==> config.mk <==
export PLATFORM = sky130hd
export DESIGN_NAME = layer_seq_flat
export DESIGN_NICKNAME = d
export VERILOG_FILES = /design/src/rtl/layer_seq_if.sv /design/src/rtl/layer_seq.sv /design/src/flat_wrapper.sv
export SDC_FILE = /design/constraint.sdc
export NUM_CORES = 1
export LEC_CHECK = 0
export BUFFER_PORTS_ARGS = -buffer_cell sky130_fd_sc_hd__buf_2
export CAP_MARGIN = 25
export CORE_MARGIN = 4
export CORE_UTILIZATION = 50
export DETAILED_ROUTE_END_ITERATION = 8
export PLACE_DENSITY = 0.82
export SYNTH_ARGS = -nofsm -noshare
export SYNTH_HDL_FRONTEND = slang
export SYNTH_SLANG_ARGS = --single-unit
==> constraint.sdc <==
create_clock -name clk -period 2.4 [get_ports clk]
set_input_delay 0.12 -clock clk [delete_from_list [all_inputs] [get_ports clk]]
set_output_delay 0.12 -clock clk [all_outputs]
set_load 0.02 [all_outputs]
==> src/rtl/layer_seq_if.sv <==
// layer_seq_if: configuration, control and datapath-setup signals of the layer sequencer
interface layer_seq_if;
  logic        cfg_wren_i;
  logic [2:0]  cfg_addr_i;
  logic [28:0] cfg_wdata_i;
  logic [3:0]  num_layers_i;
  logic        run_i;
  logic        abort_i;
  logic        layer_done_i;
  logic [1:0]  start_o;
  logic [1:0]  nth_conv_o;
  logic [4:0]  ofmap_size_o;
  logic [5:0]  ifmap_ch_o;
  logic [6:0]  in_node_num_o;
  logic [6:0]  out_node_num_o;
  logic [2:0]  layer_idx_o;
  logic        busy_o;
  logic        done_o;
  logic        err_o;
  modport master (
    output cfg_wren_i, cfg_addr_i, cfg_wdata_i, num_layers_i, run_i, abort_i, layer_done_i,
    input  start_o, nth_conv_o, ofmap_size_o, ifmap_ch_o, in_node_num_o, out_node_num_o,
           layer_idx_o, busy_o, done_o, err_o
  );
  modport slave (
    input  cfg_wren_i, cfg_addr_i, cfg_wdata_i, num_layers_i, run_i, abort_i, layer_done_i,
    output start_o, nth_conv_o, ofmap_size_o, ifmap_ch_o, in_node_num_o, out_node_num_o,
           layer_idx_o, busy_o, done_o, err_o
  );
endinterface

==> src/rtl/layer_seq.sv <==
// layer_seq: steps through a table of conv/FC layer descriptors, driving datapath start and config
module layer_seq #(
  parameter int MAX_LAYERS  = 8,
  parameter int GAP_CYC     = 4,
  parameter int TIMEOUT_CYC = 65535
) (
  input logic         clk,
  input logic         rst_n,
  layer_seq_if.slave  bus
);
  typedef enum logic [2:0] {IDLE, LOAD, RUN, GAP, FIN, ERR} state_t;
  state_t      state, state_nx;
  logic [28:0] tbl [MAX_LAYERS];
  logic [28:0] ent;
  logic [26:0] cfg;
  logic [15:0] cnt;
  logic [3:0]  num, num_clamp;
  logic [2:0]  idx;
  logic [1:0]  start;
  logic        err, valid, last, gap_end, tmo;
  assign ent       = tbl[idx];
  assign valid     = ^ent[28:27];
  assign num_clamp = (bus.num_layers_i > 4'(MAX_LAYERS)) ? 4'(MAX_LAYERS) : bus.num_layers_i;
  assign last      = {1'b0, idx} == num - 4'd1;
  assign gap_end   = cnt == 16'(GAP_CYC - 1);
  // the RUN cycle holding TIMEOUT_CYC-1 is the last one allowed; a done pulse there still wins
  assign tmo       = cnt == 16'(TIMEOUT_CYC - 1);
  always_comb begin
    state_nx = state;
    unique case (state)
      IDLE:    if (bus.run_i) state_nx = (num_clamp == 4'd0) ? FIN : LOAD;
      LOAD:    state_nx = valid ? RUN : ERR;
      RUN:     state_nx = bus.layer_done_i ? (last ? FIN : GAP) : (tmo ? ERR : RUN);
      GAP:     if (gap_end) state_nx = LOAD;
      FIN:     state_nx = IDLE;
      ERR:     state_nx = IDLE;
      default: state_nx = IDLE;
    endcase
    if (bus.abort_i && state != IDLE) state_nx = IDLE;
  end
  always_ff @(posedge clk or negedge rst_n) begin
    if (!rst_n) begin
      state <= IDLE;
      num   <= '0;
      idx   <= '0;
      cnt   <= '0;
      start <= '0;
      cfg   <= '0;
      err   <= 1'b0;
    end else begin
      state <= state_nx;
      cnt   <= (state_nx == state && (state == RUN || state == GAP)) ? cnt + 16'd1 : '0;
      start <= (state_nx == RUN) ? ((state == RUN) ? start : ent[28:27]) : 2'd0;
      if (state == LOAD) cfg <= ent[26:0];
      if (state == IDLE && bus.run_i && num_clamp != 4'd0) begin
        num <= num_clamp;
        idx <= '0;
      end
      if (state == GAP && state_nx == LOAD) idx <= idx + 3'd1;
      if (state_nx == ERR) err <= 1'b1;
      else if (state == IDLE && bus.run_i) err <= 1'b0;
    end
  end
  always_ff @(posedge clk or negedge rst_n) begin
    if (!rst_n) begin
      for (int i = 0; i < MAX_LAYERS; i++) tbl[i] <= '0;
    end else if (bus.cfg_wren_i && state == IDLE) begin
      tbl[bus.cfg_addr_i] <= bus.cfg_wdata_i;
    end
  end
  assign bus.start_o     = start;
  assign {bus.nth_conv_o, bus.ofmap_size_o, bus.ifmap_ch_o, bus.in_node_num_o, bus.out_node_num_o} = cfg;
  assign bus.layer_idx_o = idx;
  assign bus.busy_o      = state != IDLE;
  assign bus.done_o      = state == FIN;
  assign bus.err_o       = err;
endmodule

==> src/flat_wrapper.sv <==
// flat-port wrapper written by rule: the top's interface ports become plain ports
module layer_seq_flat 
#(
  parameter int MAX_LAYERS  = 8,
  parameter int GAP_CYC     = 4,
  parameter int TIMEOUT_CYC = 65535
)
  (clk, rst_n, bus_cfg_wren_i, bus_cfg_addr_i, bus_cfg_wdata_i, bus_num_layers_i, bus_run_i, bus_abort_i, bus_layer_done_i, bus_start_o, bus_nth_conv_o, bus_ofmap_size_o, bus_ifmap_ch_o, bus_in_node_num_o, bus_out_node_num_o, bus_layer_idx_o, bus_busy_o, bus_done_o, bus_err_o);
  layer_seq_if bus_i ();
  input logic clk;
  input logic rst_n;
  input wire logic [$bits(bus_i.cfg_wren_i)-1:0] bus_cfg_wren_i;
  input wire logic [$bits(bus_i.cfg_addr_i)-1:0] bus_cfg_addr_i;
  input wire logic [$bits(bus_i.cfg_wdata_i)-1:0] bus_cfg_wdata_i;
  input wire logic [$bits(bus_i.num_layers_i)-1:0] bus_num_layers_i;
  input wire logic [$bits(bus_i.run_i)-1:0] bus_run_i;
  input wire logic [$bits(bus_i.abort_i)-1:0] bus_abort_i;
  input wire logic [$bits(bus_i.layer_done_i)-1:0] bus_layer_done_i;
  output wire logic [$bits(bus_i.start_o)-1:0] bus_start_o;
  output wire logic [$bits(bus_i.nth_conv_o)-1:0] bus_nth_conv_o;
  output wire logic [$bits(bus_i.ofmap_size_o)-1:0] bus_ofmap_size_o;
  output wire logic [$bits(bus_i.ifmap_ch_o)-1:0] bus_ifmap_ch_o;
  output wire logic [$bits(bus_i.in_node_num_o)-1:0] bus_in_node_num_o;
  output wire logic [$bits(bus_i.out_node_num_o)-1:0] bus_out_node_num_o;
  output wire logic [$bits(bus_i.layer_idx_o)-1:0] bus_layer_idx_o;
  output wire logic [$bits(bus_i.busy_o)-1:0] bus_busy_o;
  output wire logic [$bits(bus_i.done_o)-1:0] bus_done_o;
  output wire logic [$bits(bus_i.err_o)-1:0] bus_err_o;
  assign bus_i.cfg_wren_i = bus_cfg_wren_i;
  assign bus_i.cfg_addr_i = bus_cfg_addr_i;
  assign bus_i.cfg_wdata_i = bus_cfg_wdata_i;
  assign bus_i.num_layers_i = bus_num_layers_i;
  assign bus_i.run_i = bus_run_i;
  assign bus_i.abort_i = bus_abort_i;
  assign bus_i.layer_done_i = bus_layer_done_i;
  assign bus_start_o = bus_i.start_o;
  assign bus_nth_conv_o = bus_i.nth_conv_o;
  assign bus_ofmap_size_o = bus_i.ofmap_size_o;
  assign bus_ifmap_ch_o = bus_i.ifmap_ch_o;
  assign bus_in_node_num_o = bus_i.in_node_num_o;
  assign bus_out_node_num_o = bus_i.out_node_num_o;
  assign bus_layer_idx_o = bus_i.layer_idx_o;
  assign bus_busy_o = bus_i.busy_o;
  assign bus_done_o = bus_i.done_o;
  assign bus_err_o = bus_i.err_o;
  layer_seq #(.MAX_LAYERS(MAX_LAYERS), .GAP_CYC(GAP_CYC), .TIMEOUT_CYC(TIMEOUT_CYC)) u_core (.clk(clk), .rst_n(rst_n), .bus(bus_i));
endmodule
==> results.md, run 1 <==
* Vias per Instance at between 5 and 6
* Number of sinks on the clock net at between 200 and 300
* Launch instance of the worst register-to-register path: u_core.bus.layer_idx_o[0]
* Part of the total power dissipated in sequential elements at 0.464
* Share of Yosys cell area claimed by the top area cell type at 0.561
* Transition time at the pin with the least slew margin at 0.546 ns
* Routed wirelength normalized by instance count at 20.2 microns
* Wire length of the first global-routing pass at 44700 microns
* Most common cell after layout, fill and taps aside: dfrtp_1
* Overall die area at 0.0283 sq mm
* Chip Height at about 170 microns
* Total Routed Length at 27200 microns
* Worst min path class: input pin to register
* PwrDens at between 1000 and 1500 mW/mm^2
* Die width at 168 microns
* Sort of element at the end of the critical path: register
* Routability congestion estimate from global placement at 0.866
* Pin count of the biggest net entering global routing at 81
* Synth Instances at approximately 860
* Final #Nets at 1041
* Via count of the first global-routing pass at 8222
* Clock network latency to the later pin of the worst-skew pair at about 0.54 ns
* Worst-case headroom to the max-slew limit at 0.636
* Shortest clock period the worst path allows after layout at 2.31 ns
* Count of filler cells inserted in the layout at 1910
* Number of max-cap violations at 0
* Top post-synthesis cells by area: dfrtp_1, mux2_2, mux4_2
* Core area at 0.0253 sq mm
* Count of final hold-check violations at 0
* Count of input and output buffers at 76
* Worst setup SP type: register
* Storage element area at roughly 0.0072 sq mm
* Number of distinct standard cells referenced by the synthesized netlist at 41
* Placed wire-length estimate after detailed placement at 16100 microns
* Power spent charging and discharging nets at 5.15 mW
* Number of buffers created by CTS at 28
* R2R Path End: u_core.bus.err_o
* Master cell of the clock root buffer: clkbuf_16
* Total internal power at 12.7 mW
* Clock Pin Slew Worst Setup and Hold Paths at roughly 0.06 ns
* Worst setup slack for register-to-register paths at 0.09 ns
* Global-route usage over all layers at 0.194
* FP Rows at between 50 and 60
* Number of antenna violations at the first check in global routing at 0
* Power share of the clock group at 0.245
* Required time of the critical path at 2.82 ns
* Boundary Pins at 77
* Share of cells above drive strength 1 at 0.466
* Final-report max-slew violation count at 0
* Main synth FF type: dfrtp_1
* DRT iter0 DRCs at 468
* Endpoint of the most critical setup path: u_core.bus.err_o
* Number of iterations in the first detailed-routing pass at 6
* Synth Cell Area at 0.0129 sq mm
* Synth warn at 0
* Share of async-settable or async-resettable flops after synthesis at 1.00
* Clk buf depth at 3
* Status: finished, final reports clean
* Area of all placed cells without fillers at 0.0152 sq mm
* # DRC at 0
* Sequential fraction of the synthesis area at 0.561
* Synthesized area per cell at 14.9 sq um
* Combinational cell fraction of total power at 0.291
* Initial cell density of the core at 0.509
* Signed area change from the synthesized netlist to the final layout at 18.5%
* Global-route congestion overflow total at 0
* Placed inst area at 0.0138 sq mm
* Worst ir drop on vdd at roughly 0.96 mV
* CTS tree: done
* Crit path launch: u_core.bus.layer_idx_o[0]
* Cell type with the largest total area after synthesis: dfrtp_1
* Final cycle utilization of the critical path at 0.963
* Worst Reg2Reg Path Length in Cells at 6
* Count of flip-flops with a built-in enable after synthesis at 0
* Leakage component of the power at 6.43 nW
* Proportion of total power due to net switching at 0.288
* Synth Net Count at a little over 900
* Highest-count cells in the layout ignoring fill and taps: dfrtp_1, mux2_2, buf_2, mux4_2, nor2_1
* CP arrival at 2.73 ns
* Post-route antenna net violation count at 0
* Maximum fanout along the worst path at 7
* Maximum level of the CTS H-tree at 1
* Vias after detailed routing at 7721
* Final setup skew at 0.00866 ns
* Area of combinational cells with multiple inputs at 0.00545 sq mm
* Upper clock frequency limit at 433 MHz
* Setup TNS at 0 ns
* Critical Setup Path Class: register to register
* Count of endpoints failing setup in the final report at 0
* Number of inserted diodes at 0
* Post-synthesis sequential element count at 288
-- what timing repair did --
item                       4_1_cts  5_1_grt
cloned                           0        1
hold endpoints to repair       303        0
pin swaps                        0        4
hold buffers                    39        0
resized for setup                1        6
setup endpoints to repair        1       42
buffers inserted                 0        4
-- metrics by stage --
stage | util | power, mW | setup WS [ns] | cells | hold WS (ns)
3_3_place_gp | 0.548 | 13.0 | 0.0905 | 1251 | 0.120
2_1_floorplan | - | 11.8 | 0.0441 | 864 | -0.176
6_report | 0.603 | 17.9 | 0.0899 | 1345 | 0.0271
3_5_place_dp | 0.548 | 13.4 | -0.0177 | 1251 | 0.126
5_1_grt | 0.603 | 19.0 | -0.0202 | 1345 | 0.0257
4_1_cts | 0.600 | 18.0 | 0.00519 | 1340 | 0.00124
-- flip-flops by register name (all words and copies together) (netlist names) --
| name | flops |
|---|---|
| u_core.bus.start_o | 2 |
| u_core.bus.err_o | 1 |
| u_core.tbl | 232 |
| u_core.num | 4 |
| u_core.cfg | 27 |
| u_core.state | 3 |
| u_core.bus.layer_idx_o | 3 |
| u_core.cnt | 16 |
-- power groups by stage --
stage                     Combinational, mW  Clock, mW  Sequential, mW
after floorplan                        3.55          0            8.29
after global placement                 4.83          0            8.20
after detailed placement               5.06          0            8.33
after CTS                              5.21       4.48            8.28
after global routing                   5.75       4.70            8.55
final                                  5.21       4.38            8.30
-- worst max-delay path: stages, from the launching register on --
cell and delay (ns):
dfrtp_4 0.49, mux4_2 0.55, mux2i_2 0.21, xor2_1 0.22
nor2b_1 0.09, or3_4 0.38, a32o_1 0.25
-- layout make-up --
| cell class | count | share of cell area |
|---|---|---|
| Timing Repair Buffer | 151 | 0.0788 |
| Multi-Input combinational cell | 521 | 0.358 |
| Clock inverter | 8 | 0.00460 |
| Inverter | 5 | 0.00123 |
| Clock buffer | 42 | 0.0568 |
| Tap cell | 330 | 0.0271 |
| Sequential cell | 288 | 0.474 |
-- cells in the mapped netlist (all sizes together), types with 2 or more instances --
cell type and count:
a211o 2, a21oi 33, a22o 2, a32o 2, and2 6, and3 2, and4 2, buf 30
clkbuf 20, dfrtp 288, ha 4, inv 5, mux2 232, mux2i 31, mux4 58, nand2 20
nand2b 2, nand3 12, nand3b 4, nand4 6, nor2 59, nor3 6, nor3b 3, nor4 3
nor4b 2, o21ai 3, or3 2, xnor2 5, xor2 13
-- layer usage --
metal	up-vias	GRT usage	part of all wire
met5	-	0	0
met4	0	0.0349	0.018
met3	40	0.0345	0.050
met2	165	0.309	0.48
met1	4087	0.288	0.45
li1	3429	-	-
-- cell families after synthesis --
logic type,count (synthesis),share of synthesized area
AO/OA/AOI/OAI,45,0.0201
XOR/XNOR,18,0.0123
adder cells (fa/ha/maj),4,0.00389
buffers and inverters,55,0.0197
flip-flops,288,0.561
multiplexers,321,0.329
AND/OR/NAND/NOR,133,0.0546
-- worst min-delay path by stage --
stage | startpoint | end | cells after the start
finish | bus_abort_i | u_core.state[0] | 3
global route | bus_abort_i | u_core.state[0] | 3
CTS | bus_abort_i | u_core.state[0] | 3
detailed placement | rst_n | u_core.bus.start_o[1] | 1
global placement | rst_n | u_core.bus.start_o[1] | 1
floorplan | rst_n | u_core.bus.err_o | 0
No activity file was read; power rests on OpenSTA's default activity.
==> inputs of run 2 (changes only) <==
--- a/config.mk
+++ b/config.mk
@@ -10,6 +10,7 @@
 export CORE_MARGIN = 4
 export CORE_UTILIZATION = 50
 export DETAILED_ROUTE_END_ITERATION = 8
+export GPL_TIMING_DRIVEN = 0
 export PLACE_DENSITY = 0.82
 export SYNTH_ARGS = -nofsm -noshare
 export SYNTH_HDL_FRONTEND = slang
==> run 2 against run 1 <==
  * The run now ends with setup timing left
  * Final area increased by 2.1%
  * Clock power increased by 11%
  * Worst setup slack got worse by 0.18 ns
  * Clock skew increased by 0.012 ns
  * Total power increased by 4.6%
  * Highest routed layer unchanged
==> results.md, run 2 (synthesis gave the netlist of run 1 again) <==
* Status: finished, violations left
* Failing checks: setup timing
* Wire length of the first global-routing pass at 46900 microns (+4.8%)
* Via count of the first global-routing pass at 8441 (+2.7%)
* Global-route congestion overflow total at 0 (unchanged)
* Final #Nets at 1078 (+3.6%)
* Fin Hold WS at 0.0986 ns (+0.0715 ns)
* Signed area change from the synthesized netlist to the final layout at 21.0%
* Delay contributed by the slowest stage of the critical path at 0.58 ns (+0.03 ns)
* Count of non-filler cells in the finished layout at 1381 (+2.7%)
* Number of sinks on the clock net at 288 (unchanged)
* Family with the most delay on the worst path: simple AND/OR/NAND/NOR gates
* Chain of cells forming the critical path: inv_2 -> ha_4 -> xor2_2 -> or4b_4 -> a21oi_4 -> nor4_2 -> or3_4 -> nor3_1
* Die width at 168 microns (unchanged)
* Post-route setup slack at -0.0926 ns (-0.183 ns)
* # DRC at 0 (unchanged)
* Clock network latency to the later pin of the worst-skew pair at 0.55 ns (about the same)
* Core area at 0.0253 sq mm (unchanged)
* Vias after detailed routing at 8009 (+3.7%)
* Length of routed met3 wiring at 1390 microns (+3.3%)
* Number of buffers created by CTS at 30 (+7.1%)
* Highest metal used: met4
* Routed wirelength normalized by instance count at 21.2 microns (+4.7%)
* Number of instances in the placed design at 1272 (+1.7%)
* Flip-flop count of the largest register, all copies and words added at 232 (unchanged)
* Final setup skew at 0.0211 ns (+0.0124 ns)
* Number of antenna violations at the first check in global routing at 0 (unchanged)
* Final cycle utilization of the critical path at 1.04 (+0.0760)
* Worst setup SP type: register
* Clk buf depth at 3 (unchanged)
* Pin count of the biggest net entering global routing at 119 (+47%)
* Count of final hold-check violations at 0 (unchanged)
* Post-layout power at 18.7 mW (+4.6%)
* Global-route usage over all layers at 0.206 (+0.0118)
* Vias per Instance at 5.80 (+1.0%)
* Required time of the critical path at 2.85 ns (+0.03 ns)
* Upper clock frequency limit at 401 MHz (-7.3%)
* Master cell of the clock root buffer: clkbuf_16
* Worst ir drop on vdd at 0.804 mV (-16%)
* Initial cell density of the core at 0.509 (unchanged)
* Highest-count cells in the layout ignoring fill and taps: dfrtp_1, mux2_2, buf_2, mux4_2, nor2_1
* Largest register by flop count: u_core.tbl
* Placed wire-length estimate after detailed placement at 17800 microns (+11%)
* PwrDens at 1200 mW/mm^2 (+2.4%)
* Shortest clock period the worst path allows after layout at 2.49 ns (+0.183 ns)
* Worst-case headroom to the max-slew limit at 0.366 (-0.270)
* Post-route antenna net violation count at 0 (unchanged)
* Top Registers: u_core.tbl (232), u_core.cfg (27), u_core.cnt (16)
* Chip Height at 168 microns (unchanged)
* Routed length on met1 at 12500 microns (+3.0%)
* CP arrival at 2.94 ns (+0.21 ns)
* Overall die area at 0.0283 sq mm (unchanged)
* Unrepaired setup endpoints after global routing: yes
* Transition time at the pin with the least slew margin at 0.950 ns (+0.404 ns)
* CTS tree: done
* Number of iterations in the first detailed-routing pass at 5 (-1)
* Number of inserted diodes at 0 (unchanged)
* Sort of element at the end of the critical path: register
* Count of endpoints failing setup in the final report at 15 (+15)
* Final-report max-slew violation count at 0 (unchanged)
* Maximum fanout along the worst path at 4 (-3)
* Count of input and output buffers at 76 (unchanged)
* Boundary Pins at 77 (unchanged)
* WL met2 at 14700 microns (+11%)
* Number of max-cap violations at 0 (unchanged)
* Setup TNS at -0.696 ns (-0.696 ns)
* Share of cells above drive strength 1 at 0.482 (+0.0164)
* Clock Pin Slew Worst Setup and Hold Paths at 0.06 ns (about the same)
* Utilization after layout at 0.616 (+0.0126)
* Maximum level of the CTS H-tree at 1 (unchanged)
* DRT iter0 DRCs at 631 (+35%)
* Critical path buffer and inverter count at 1 (+1)
* Most common cell after layout, fill and taps aside: dfrtp_1
* Total Routed Length at 29300 microns (+7.5%)
* Worst min path class: input pin to asynchronous set/reset pin
* Critical Setup Path Class: register to register
* Routability congestion estimate from global placement at 0.829 (-4.2%)
* Leakage component of the power at 6.60 nW (+2.7%)
* Critical-path top delay cell: or4b_4
* FP Rows at 58 (unchanged)
## run 2: what timing repair did
action / in CTS / in global routing
cloned: 0 / 1
gates resized for setup: 40 / 27
pin swaps: 6 / 18
setup buffers: 11 / 11
hold endpoints to repair: 297 / 0
endpoints found under the setup margin: 281 / 236
hold buffers: 40 / 0
## run 2: through the flow
step                area, sq um  setup WS [ns]
floorplan                 12900         0.0441
CTS                       15400        0.00310
detailed placement        13700         -0.825
global placement          13700          -4.03
global route              15600         -0.164
finish                    15600        -0.0926
## run 2: final cells by class
type,count,area (sq um)
fillers,1878,9700
flip-flops and latches,288,7210
multi-input cells,521,5530
repair buffers,141,1040
clock buffers,46,942
well taps,330,413
plain buffers,45,297
clock inverters,5,104
inverters,5,18.8
## run 2: final timing paths
kind / cells past startpoint / slack [ns] / endpoint / start
max in group asynchronous: 3 / 1.35 / u_core.tbl[125] / rst_n
setup / recovery: 8 / -0.09 / u_core.bus.start_o[1] / u_core.num[0]
hold reg to reg: 1 / 0.50 / u_core.tbl[150] / u_core.tbl[150]
setup reg to reg: 8 / -0.09 / u_core.bus.start_o[1] / u_core.num[0]
hold / removal: 2 / 0.1 / u_core.bus.err_o / rst_n
min in group clk: 4 / 0.22 / u_core.tbl[152] / bus_cfg_addr_i[2]
## run 2: per-layer routing
metal	GRT usage	vias up
li1	-	3521
met2	0.350	214
met5	0	-
met1	0.287	4215
met4	0.0441	0
met3	0.0293	59
## run 2: power by group
group | switching, mW | leakage [nW] | internal, mW | total (mW)
registers | 1.18 | 3.53 | 7.16 | 8.34
logic | 2.41 | 2.56 | 3.10 | 5.51
clock network | 1.86 | 0.517 | 2.99 | 4.85
total | 5.45 | 6.60 | 13.3 | 18.7
## run 2: worst reg2reg max path, cell delays in order (launching register included)
cell and delay, ns:
dfrtp_1 0.41, inv_2 0.06, ha_4 0.17, xor2_2 0.19, or4b_4 0.58, a21oi_4 0.21
nor4_2 0.09, or3_4 0.43, nor3_1 0.26
==> inputs of run 3 (changes only) <==
--- a/config.mk
+++ b/config.mk
@@ -12,6 +12,7 @@
 export DETAILED_ROUTE_END_ITERATION = 8
 export GPL_TIMING_DRIVEN = 0
 export PLACE_DENSITY = 0.82
+export RECOVER_POWER = 50
 export SYNTH_ARGS = -nofsm -noshare
 export SYNTH_HDL_FRONTEND = slang
 export SYNTH_SLANG_ARGS = --single-unit
==> run 3 against run 2 <==
  * The run ends with capacitance limit, slew limit, setup timing left
  * Global-route usage did not move
  * Non-clock buffer count unchanged
  * Largest cell class unchanged
  * Count of clock-buffer cells in the layout unchanged
  * Core utilization decreased by 0.19 points
  * Combinational power is essentially flat
  * Register-to-register slack is essentially flat
  * Largest power group unchanged
==> results.md, run 3 (synthesis gave the netlist of run 1 again) <==
* Maximum level of the CTS H-tree at 1 (unchanged)
* Top Registers: u_core.tbl (232), u_core.cfg (27), u_core.cnt (16)
* Post-route antenna net violation count at 0 (unchanged)
* Setup TNS at -0.721 ns (-0.0254 ns)
* CP arrival at 2.95 ns (about the same)
* Pin count of the biggest net entering global routing at 119 (unchanged)
* Worst ir drop on vdd at 0.802 mV (-0.24%)
* Highest metal used: met4
* CTS tree: done
* Status: finished, violations left
* Number of sinks on the clock net at 288 (unchanged)
* Length of routed met3 wiring at 1270 microns (-8.8%)
* Unrepaired setup endpoints after global routing: yes
* Boundary Pins at 77 (unchanged)
* Storage element area at 0.00721 sq mm (unchanged)
* # DRC at 0 (unchanged)
* Count of input and output buffers at 76 (unchanged)
* Utilization after layout at 0.614 (-0.00188)
* Worst-case headroom to the max-slew limit at -0.0108 (-0.377)
* Clk buf depth at 3 (unchanged)
* Power share of the clock group at 0.260 (about the same)
* Shortest clock period the worst path allows after layout at 2.50 ns (+0.00617 ns)
* Critical Setup Path Class: register to register
* Sort of element at the end of the critical path: register
* R2R Path End: u_core.bus.start_o[1]
* Vias per Instance at 5.75 (-0.92%)
* Final #Nets at 1078 (unchanged)
* Family with the most delay on the worst path: simple AND/OR/NAND/NOR gates
* Overall die area at 0.0283 sq mm (unchanged)
* WL met2 at 14700 microns (+0.34%)
* Highest-count cells in the layout ignoring fill and taps: dfrtp_1, mux2_2, buf_2, mux4_2, nor2_1
* Initial cell density of the core at 0.509 (unchanged)
* Upper clock frequency limit at 400 MHz (-0.25%)
* Critical path buffer and inverter count at 1 (unchanged)
* Endpoint of the most critical setup path: u_core.bus.start_o[1]
* Post-layout power at 18.7 mW (-0.13%)
* Leakage component of the power at 6.56 nW (-0.63%)
* Launch instance of the worst register-to-register path: u_core.num[0]
* Delay contributed by the slowest stage of the critical path at 0.58 ns (about the same)
* Number of inserted diodes at 0 (unchanged)
* Core area at 0.0253 sq mm (unchanged)
* Worst Reg2Reg Path Length in Cells at 8 (unchanged)
* Clock network latency to the later pin of the worst-skew pair at 0.55 ns (about the same)
* Most common cell after layout, fill and taps aside: dfrtp_1
* Worst path depth at 8 (unchanged)
* Master cell of the clock root buffer: clkbuf_16
* PwrDens at 1200 mW/mm^2 (+0.18%)
* Count of filler cells inserted in the layout at 1883 (+0.27%)
* Routability congestion estimate from global placement at 0.829 (unchanged)
* Number of instances in the placed design at 1272 (unchanged)
* Final setup skew at 0.0222 ns (+0.00116 ns)
* Chain of cells forming the critical path: inv_2 -> ha_4 -> xor2_2 -> or4b_4 -> a21oi_4 -> nor4_2 -> or3_4 -> nor3_1
* Worst setup slack for register-to-register paths at -0.1 ns (about the same)
* Die width at 168 microns (unchanged)
* Share of cells above drive strength 1 at 0.473 (-0.00951)
* Flip-flop count of the largest register, all copies and words added at 232 (unchanged)
* Transition time at the pin with the least slew margin at 1.52 ns (+0.566 ns)
* Wire length of the first global-routing pass at 46900 microns (unchanged)
* Worst min path class: input pin to register
* Via count of the first global-routing pass at 8441 (unchanged)
* Combinational cell fraction of total power at 0.293 (about the same)
* Number of iterations in the first detailed-routing pass at 5 (unchanged)
* Maximum fanout along the worst path at 4 (unchanged)
* Clock Pin Slew Worst Setup and Hold Paths at 0.06 ns (about the same)
* Routed wirelength normalized by instance count at 21.2 microns (+0.24%)
* Chip Height at 168 microns (unchanged)
* Power spent charging and discharging nets at 5.46 mW (+0.15%)
* Post-route setup slack at -0.0988 ns (-0.00617 ns)
* Signed area change from the synthesized netlist to the final layout at 20.6%
* Area of combinational cells with multiple inputs at 0.00553 sq mm (unchanged)
* FP Rows at 58 (unchanged)
* Count of non-filler cells in the finished layout at 1381 (unchanged)
* Crit path launch: u_core.num[0]
* Vias after detailed routing at 7935 (-0.92%)
* Number of buffers created by CTS at 30 (unchanged)
* Count of endpoints failing setup in the final report at 15 (unchanged)
* Critical-path top delay cell: or4b_4
* Total internal power at 13.2 mW (-0.24%)
* Global-route usage over all layers at 0.206 (unchanged)
* Part of the total power dissipated in sequential elements at 0.447 (about the same)
* Placed inst area at 0.0137 sq mm (unchanged)
* Final cycle utilization of the critical path at 1.04 (+0.00257)
* Worst setup SP type: register
* Proportion of total power due to net switching at 0.292 (+0.000801)
* Largest register by flop count: u_core.tbl
* Failing checks: capacitance limit, slew limit, setup timing
* DRT iter0 DRCs at 692 (+9.7%)
* Final-report max-slew violation count at 57 (+57)
* Number of antenna violations at the first check in global routing at 0 (unchanged)
* Global-route congestion overflow total at 0 (unchanged)
* Routed length on met1 at 12700 microns (+1.5%)
* Total Routed Length at 29300 microns (+0.24%)
* Placed wire-length estimate after detailed placement at 17800 microns (unchanged)
* Area of all placed cells without fillers at 0.0155 sq mm (-0.31%)
* Required time of the critical path at 2.85 ns (about the same)
* Count of final hold-check violations at 0 (unchanged)
* Number of max-cap violations at 1 (+1)
-- run 3: cell count changes in the layout (fill, tap and decap cells not counted) --
cell,change
buf_2,-10
clkbuf_1,+10
clkbuf_2,+1
buf_16,-2
buf_8,+1
-- run 3: through the flow --
step | hold WS, ns | setup slack (ns)
floorplan | -0.176 | 0.0441
global placement | 0.331 | -4.03
detailed placement | 0.0892 | -0.825
CTS | 0.106 | 0.00310
global route | 0.238 | -0.164
finish | 0.217 | -0.0988
-- run 3: how the worst min path moves through the flow --
stage	from	end	slack, ns	cells past startpoint
floorplan	rst_n	u_core.bus.err_o	-0.18	0
global placement	bus_num_layers_i[0]	u_core.num[0]	0.33	3
detailed placement	rst_n	u_core.state[2]	0.09	1
CTS	rst_n	u_core.cfg[20]	0.11	2
global route	bus_cfg_addr_i[2]	u_core.tbl[152]	0.24	4
finish	bus_cfg_addr_i[2]	u_core.tbl[152]	0.22	4
-- run 3: worst min-delay path, cell delays in order --
cell	delay, ns
buf_2	0.17
nor3b_2	0.08
buf_6	0.14
mux2_2	0.21
-- run 3: what timing repair did --
item / CTS / global route
cloned: 0 / 1
setup buffers: 11 / 11
resized for setup: 40 / 27
endpoints found under the hold margin: 297 / 0
hold buffers: 40 / 0
endpoints found under the setup margin: 281 / 236
pin swaps: 6 / 18
-- run 3: power by group through the flow --
stage / logic [mW] / registers [mW] / clock network [mW]
detailed placement: 5.07 / 8.34 / 0
finish: 5.48 / 8.34 / 4.86
CTS: 5.34 / 8.31 / 4.91
global placement: 4.83 / 8.20 / 0
floorplan: 3.55 / 8.29 / 0
global route: 5.96 / 8.60 / 5.12
-- run 3: area by class of cell --
cell class,instances,share of cell area
plain buffers,45,0.0191
clock buffers,46,0.0608
clock inverters,5,0.00670
inverters,5,0.00121
multi-input cells,521,0.357
flip-flops and latches,288,0.465
well taps,330,0.0266
repair buffers,141,0.0638
-- run 3: routing by layer --
layer	track usage	vias to the layer above
li1	-	3511
met1	0.287	4167
met2	0.350	204
met3	0.0293	53
met4	0.0441	0
met5	0	-
